===== config.mk =====
export PLATFORM = sky130hd
export DESIGN_NAME = regfile_wb_queue_flat
export DESIGN_NICKNAME = d
export VERILOG_FILES = /design/src/rtl/regfile_wb_queue_if.sv /design/src/rtl/regfile_wb_queue.sv /design/src/flat_wrapper.sv
export SDC_FILE = /design/constraint.sdc
export NUM_CORES = 1
export LEC_CHECK = 0
export ABC_AREA = 1
export BUFFER_PORTS_ARGS = -buffer_cell sky130_fd_sc_hd__buf_2
export CAP_MARGIN = 20
export CORE_UTILIZATION = 55
export CTS_CLUSTER_DIAMETER = 50
export DETAILED_ROUTE_END_ITERATION = 8
export GPL_ROUTABILITY_DRIVEN = 0
export HOLD_SLACK_MARGIN = 0.06
export PLACE_DENSITY = 0.81
export SYNTH_ARGS = -nofsm -noshare
export SYNTH_HDL_FRONTEND = slang
export SYNTH_SLANG_ARGS = --single-unit

===== constraint.sdc =====
create_clock -name clk -period 4.9 [get_ports clk]
set_input_delay 0.49 -clock clk [delete_from_list [all_inputs] [get_ports clk]]
set_output_delay 0.49 -clock clk [all_outputs]
set_load 0.02 [all_outputs]

===== src/rtl/regfile_wb_queue_if.sv =====
// Producer-side writeback handshake bundle: producer A (ALU) and producer B (load/multi-cycle).
interface regfile_wb_queue_if #(
  parameter int AW = 5,
  parameter int DW = 32
) ();
  logic          a_valid;
  logic          a_ready;
  logic [AW-1:0] a_addr;
  logic [DW-1:0] a_data;
  logic          b_valid;
  logic          b_ready;
  logic [AW-1:0] b_addr;
  logic [DW-1:0] b_data;

  modport master (
    output a_valid, a_addr, a_data, b_valid, b_addr, b_data,
    input  a_ready, b_ready
  );

  modport slave (
    input  a_valid, a_addr, a_data, b_valid, b_addr, b_data,
    output a_ready, b_ready
  );
endinterface


===== src/rtl/regfile_wb_queue.sv =====
// Writeback queue feeding the single register-file write port from two producers.
// Define WB_QUEUE_BYPASS_EN to forward the youngest pending value to decode.
module regfile_wb_queue #(
  parameter int DEPTH = 4,
  parameter int AW    = 5,
  parameter int DW    = 32
) (
  input  logic                   clk,
  input  logic                   rst,
  regfile_wb_queue_if.slave      prod,
  input  logic                   wb_hold,
  output logic                   wb_en,
  output logic [AW-1:0]          wb_addr,
  output logic [DW-1:0]          wb_data,
  input  logic [AW-1:0]          rd_addr_0,
  input  logic [AW-1:0]          rd_addr_1,
  output logic                   pend_0,
  output logic                   pend_1,
  output logic                   byp_hit_0,
  output logic                   byp_hit_1,
  output logic [DW-1:0]          byp_data_0,
  output logic [DW-1:0]          byp_data_1,
  output logic [$clog2(DEPTH):0] count,
  output logic                   full,
  output logic                   empty
);

  localparam int PW = $clog2(DEPTH);
  localparam int CW = PW + 1;

  logic [AW-1:0] mem_addr [DEPTH];
  logic [DW-1:0] mem_data [DEPTH];
  logic [PW-1:0] head;
  logic [PW-1:0] tail;

  logic a_fire, b_fire, a_store, b_store, pop;

  // Ready depends only on the registered count; a drain in the same cycle is not credited.
  assign prod.a_ready = (count < CW'(DEPTH));
  assign a_fire       = prod.a_valid & prod.a_ready;
  assign prod.b_ready = ((count + CW'(a_fire)) < CW'(DEPTH));
  assign b_fire       = prod.b_valid & prod.b_ready;

  // Register 0 is hardwired zero, so those writes are accepted and dropped.
  assign a_store = a_fire & (prod.a_addr != '0);
  assign b_store = b_fire & (prod.b_addr != '0);
  assign pop     = ~wb_hold & (count != '0);

  assign full  = (count == CW'(DEPTH));
  assign empty = (count == '0);

  always_ff @(posedge clk) begin
    if (a_store) begin
      mem_addr[tail] <= prod.a_addr;
      mem_data[tail] <= prod.a_data;
    end
    if (b_store) begin
      mem_addr[tail + PW'(a_store)] <= prod.b_addr;
      mem_data[tail + PW'(a_store)] <= prod.b_data;
    end
  end

  always_ff @(posedge clk or posedge rst) begin
    if (rst) begin
      head    <= '0;
      tail    <= '0;
      count   <= '0;
      wb_en   <= 1'b0;
      wb_addr <= '0;
      wb_data <= '0;
    end else begin
      tail  <= tail + PW'(a_store) + PW'(b_store);
      head  <= head + PW'(pop);
      count <= count + CW'(a_store) + CW'(b_store) - CW'(pop);
      wb_en <= pop;
      if (pop) begin
        wb_addr <= mem_addr[head];
        wb_data <= mem_data[head];
      end
    end
  end

  logic [AW-1:0] rd_addr [2];
  logic [1:0]    pend_v;

  assign rd_addr[0] = rd_addr_0;
  assign rd_addr[1] = rd_addr_1;

  always_comb begin
    pend_v = '0;
    for (int p = 0; p < 2; p++) begin
      if (rd_addr[p] != '0) begin
        if (wb_en && (wb_addr == rd_addr[p])) pend_v[p] = 1'b1;
        for (int k = 0; k < DEPTH; k++) begin
          if ((k < int'(count)) && (mem_addr[head + PW'(k)] == rd_addr[p])) pend_v[p] = 1'b1;
        end
      end
    end
  end

  assign pend_0 = pend_v[0];
  assign pend_1 = pend_v[1];

`ifdef WB_QUEUE_BYPASS_EN
  logic [DW-1:0] fwd_data [2];

  // Scan oldest to youngest (wb stage, then head..tail) so the last match wins.
  always_comb begin
    for (int p = 0; p < 2; p++) begin
      fwd_data[p] = '0;
      if (rd_addr[p] != '0) begin
        if (wb_en && (wb_addr == rd_addr[p])) fwd_data[p] = wb_data;
        for (int k = 0; k < DEPTH; k++) begin
          if ((k < int'(count)) && (mem_addr[head + PW'(k)] == rd_addr[p]))
            fwd_data[p] = mem_data[head + PW'(k)];
        end
      end
    end
  end

  assign byp_hit_0  = pend_v[0];
  assign byp_hit_1  = pend_v[1];
  assign byp_data_0 = fwd_data[0];
  assign byp_data_1 = fwd_data[1];
`else
  assign byp_hit_0  = 1'b0;
  assign byp_hit_1  = 1'b0;
  assign byp_data_0 = '0;
  assign byp_data_1 = '0;
`endif

endmodule


===== src/flat_wrapper.sv =====
// flat-port wrapper written by rule: the top's interface ports become plain ports
module regfile_wb_queue_flat 
#(
  parameter int DEPTH = 4,
  parameter int AW    = 5,
  parameter int DW    = 32
)
  (clk, rst, wb_hold, wb_en, wb_addr, wb_data, rd_addr_0, rd_addr_1, pend_0, pend_1, byp_hit_0, byp_hit_1, byp_data_0, byp_data_1, count, full, empty, prod_a_valid, prod_a_addr, prod_a_data, prod_b_valid, prod_b_addr, prod_b_data, prod_a_ready, prod_b_ready);
  regfile_wb_queue_if #(.AW(AW), .DW(DW)) prod_i ();
  input  logic clk;
  input  logic rst;
  input  logic wb_hold;
  output logic wb_en;
  output logic [AW-1:0] wb_addr;
  output logic [DW-1:0] wb_data;
  input  logic [AW-1:0] rd_addr_0;
  input  logic [AW-1:0] rd_addr_1;
  output logic pend_0;
  output logic pend_1;
  output logic byp_hit_0;
  output logic byp_hit_1;
  output logic [DW-1:0] byp_data_0;
  output logic [DW-1:0] byp_data_1;
  output logic [$clog2(DEPTH):0] count;
  output logic full;
  output logic empty;
  input wire logic [$bits(prod_i.a_valid)-1:0] prod_a_valid;
  input wire logic [$bits(prod_i.a_addr)-1:0] prod_a_addr;
  input wire logic [$bits(prod_i.a_data)-1:0] prod_a_data;
  input wire logic [$bits(prod_i.b_valid)-1:0] prod_b_valid;
  input wire logic [$bits(prod_i.b_addr)-1:0] prod_b_addr;
  input wire logic [$bits(prod_i.b_data)-1:0] prod_b_data;
  output wire logic [$bits(prod_i.a_ready)-1:0] prod_a_ready;
  output wire logic [$bits(prod_i.b_ready)-1:0] prod_b_ready;
  assign prod_i.a_valid = prod_a_valid;
  assign prod_i.a_addr = prod_a_addr;
  assign prod_i.a_data = prod_a_data;
  assign prod_i.b_valid = prod_b_valid;
  assign prod_i.b_addr = prod_b_addr;
  assign prod_i.b_data = prod_b_data;
  assign prod_a_ready = prod_i.a_ready;
  assign prod_b_ready = prod_i.b_ready;
  regfile_wb_queue #(.DEPTH(DEPTH), .AW(AW), .DW(DW)) u_core (.clk(clk), .rst(rst), .prod(prod_i), .wb_hold(wb_hold), .wb_en(wb_en), .wb_addr(wb_addr), .wb_data(wb_data), .rd_addr_0(rd_addr_0), .rd_addr_1(rd_addr_1), .pend_0(pend_0), .pend_1(pend_1), .byp_hit_0(byp_hit_0), .byp_hit_1(byp_hit_1), .byp_data_0(byp_data_0), .byp_data_1(byp_data_1), .count(count), .full(full), .empty(empty));
endmodule

==> results.ini <==
[run_status]
status = complete, no violations

[synth]
yosysTopAreaCellShare = 0.3930
synth_area_leaders = edfxtp_1, nand2_1, dfrtp_1, o21ai_2, buf_4
avgSynthCellArea_um2 = 8.390
syn-instance-count = 1348
synth_cell_types = 35
yosys_warnings = 0
synth_most_common_cell = nand2_1
ys_seq_area_frac = 0.4925
ys_ff_latch = 193
synth_common_cells = nand2_1, edfxtp_1, inv_1
synth_area_um2 = 11310
yosys_most_used_dff = edfxtp_1
postSynth.asyncResetShare = 0.2332
synth_edf_count = 148
synth_largest_area_cell = edfxtp_1

[setup_path]
critical_path_arrival_ns = 3.00
worstPathRequired_ns = 4.41
worst_path_max_delay_cell = dfrtp_1
crit_buf_inv = 2
cp-end-kind = output port
ff2ff_setup_slack_ns = 1.60
path_class = reg -> out
cp_slowest_stage_delay_ns = 1.02
cp_top_family = flip-flops
cp_max_fo = 34
cp-start-kind = flip-flop
crit_chain = inv_4 > nand2_1 > nand2_4 > nand2_1 > nand2_1 > o21ai_0 > nor2_1 > nand3_1 > nand2_1 > nor2_1 > nor2_1 > buf_2
crit_top_cell = nand2_1

[grt]
grt_first_pass_wirelength_mm = 43.33
overflow = 0
grt_use_met2 = 0.4382
busiest_layer = met2
track_usage = 0.2593
use_met1 = 0.3272
grt_max_degree = 75
use_met3 = 0.03981
grt_pass1_vias = 8741
grt_antenna_before_repair = 0

[route]
wl_per_cell_um = 15.51
dr_total_vias = 9276
vias_per_cell = 5.353
drtPass1Iterations = 6
post-route-drc-count = 0
ant_nets = 0
wl_mm = 26.88
drt_iter0_drc = 752

[placement]
dp_hpwl_mm = 17.98
port_buffers = 135
post-place-ws_ns = 1.445

[clock_tree]
clk_latency_ns = 0.43
clk_pin_slew_ns = 0.07
cts.sinks = 193
cts_buffers = 17
clockBufferDepth = 2
cts_tree = done
cts-root-buf = clkbuf_16
htree_levels = 4
post_cts_buffers = 0

[floorplanning]
rows = 52
core_um2 = 20170
die_y_um = 145.4
dieArea_um2 = 21140
fp.dieW_um = 145.4
io_pins = 202
start_util = 0.5607

[sta]
worst_slew_pin_slew_ns = 1.056
finClkSkew_ns = 0.009332
hold_slack_ns = 0.3825
relSlewSlack = 0.2957
min_period_ns = 3.493
rsz0062_at_grt = false
slew_violations = 0
period_share = 0.7130
fmax_mhz = 286.2
fin_tns_setup_ns = 0
worst_slack_ns = 1.407
setup-violations-final = 0
hold_violations = 0

[hold_path]
hp-class = in -> reg

[finish]
areaGrowthSynthToFinish_pct = 9.802
diodes = 0
nNetsFinal = 1548
drive_above_1_share = 0.1893

[pwr]
seq_power_share = 0.362
power.leakage_nw = 5.930
p_sw_mw = 3.355
power_density_nw_per_um2 = 608.9
intPower_mw = 4.206
combPwrFrac = 0.462
clock_power_share = 0.176
power_mw = 7.562
sw_frac_of_total = 0.4437
vdd_drop_max_mv = 0.3425

[job]
drv_cap = 0

==> worst paths after layout <==
| kind | startpoint | to | cells after the start |
|---|---|---|---|
| max | u_core.head[0] | pend_1 | 12 |
| min | prod_a_data[15] | u_core.mem_data[3][15] | 3 |
| max reg2reg | u_core.count[2] | u_core.mem_data[2][2] | 9 |
| min reg2reg | u_core.wb_data[26] | u_core.wb_data[26] | 2 |
| max in group asynchronous | rst | u_core.wb_data[26] | 4 |
| min in group asynchronous | rst | u_core.wb_addr[3] | 3 |
==> layout make-up <==
type	count	area, um^2
Clock inverter	15	131.4
Multi-Input combinational cell	994	4730
Timing Repair Buffer	150	863.3
Inverter	94	360.3
Tap cell	270	337.8
Fill cell	1679	7751
Clock buffer	17	425.4
Sequential cell	193	5570
==> worst reg2reg max path, cell delays in order, from the launching register on <==
cell,delay [ns]
dfrtp_1,0.57
nor2_1,0.15
nand2_1,0.25
inv_1,0.11
ha_1,0.23
xnor2_2,0.39
inv_1,0.21
nand3_4,0.14
buf_4,0.70
o21ai_0,0.27
==> per-stage QoR <==
step | instances | util | area [um^2]
6_report | 1733 | 0.6157 | 12420
5_1_grt | 1733 | 0.6157 | 12420
4_1_cts | 1731 | 0.6142 | 12390
3_5_place_dp | 1699 | 0.5866 | 11830
3_3_place_gp | 1696 | 0.5825 | 11750
2_1_floorplan | 1413 | - | 11550
==> cell usage in the layout (no fill, tap or decap), types with 2 or more instances in the layout <==
cell | synthesis | final
nor3_1 | 5 | 5
clkinv_1 | 0 | 2
inv_1 | 91 | 90
a21oi_1 | 9 | 9
o21ai_4 | 0 | 2
nand2_4 | 3 | 3
o21ai_1 | 47 | 47
dfrtp_1 | 45 | 45
clkbuf_16 | 0 | 17
clkinvlp_4 | 0 | 2
inv_6 | 1 | 6
nand4_1 | 34 | 34
edfxtp_1 | 148 | 148
inv_2 | 1 | 2
ha_1 | 7 | 7
clkinv_2 | 0 | 3
nor2_1 | 37 | 37
nand3_4 | 0 | 4
xor2_1 | 2 | 2
o21ai_2 | 78 | 78
o31ai_4 | 0 | 2
buf_16 | 0 | 3
xnor2_1 | 4 | 4
nand3_1 | 76 | 76
o22ai_1 | 5 | 5
nand2_1 | 574 | 574
buf_2 | 13 | 135
buf_4 | 70 | 10
fa_1 | 2 | 2
conb_1 | 1 | 66
o21ai_0 | 33 | 31
==> registers in the layout, summed over array words and instances (netlist names) <==
register,count
u_core.wb_en,1
u_core.mem_addr,20
u_core.tail,2
u_core.mem_data,128
u_core.count,3
u_core.wb_data,32
u_core.head,2
u_core.wb_addr,5
==> power groups by stage <==
| stage | clock network (mW) | registers, mW | logic (mW) |
|---|---|---|---|
| after floorplan | 0 | 2.90 | 2.45 |
| after global placement | 0 | 2.74 | 3.30 |
| after detailed placement | 0 | 2.76 | 3.47 |
| after CTS | 1.34 | 2.73 | 3.49 |
| after global routing | 1.40 | 2.79 | 3.89 |
| final | 1.33 | 2.73 | 3.49 |
==> routing by layer <==
layer  share of wire  vias up
met3           0.067       72
met4           0.035        0
met1            0.40     4282
li1                -     4497
met5               0        -
met2            0.50      425
==> logic make-up (layout without fill, tap and decap cells) <==
family / after synthesis / count (layout) / synth area share
compound gates: 175 / 175 / 0.1050
flops: 193 / 193 / 0.4925
simple gates: 737 / 737 / 0.2664
fa+ha+maj: 9 / 9 / 0.01128
xor+xnor: 7 / 7 / 0.006085
other cells: 1 / 66 / 0.0003316
buf+inv: 226 / 276 / 0.1184
==> timing repair <==
item / CTS / global route
resized for setup: 0 / 0
hold endpoints to repair: 0 / 8
hold buffers: 0 / 1
Note: power is estimated with default switching activity, not from simulation.
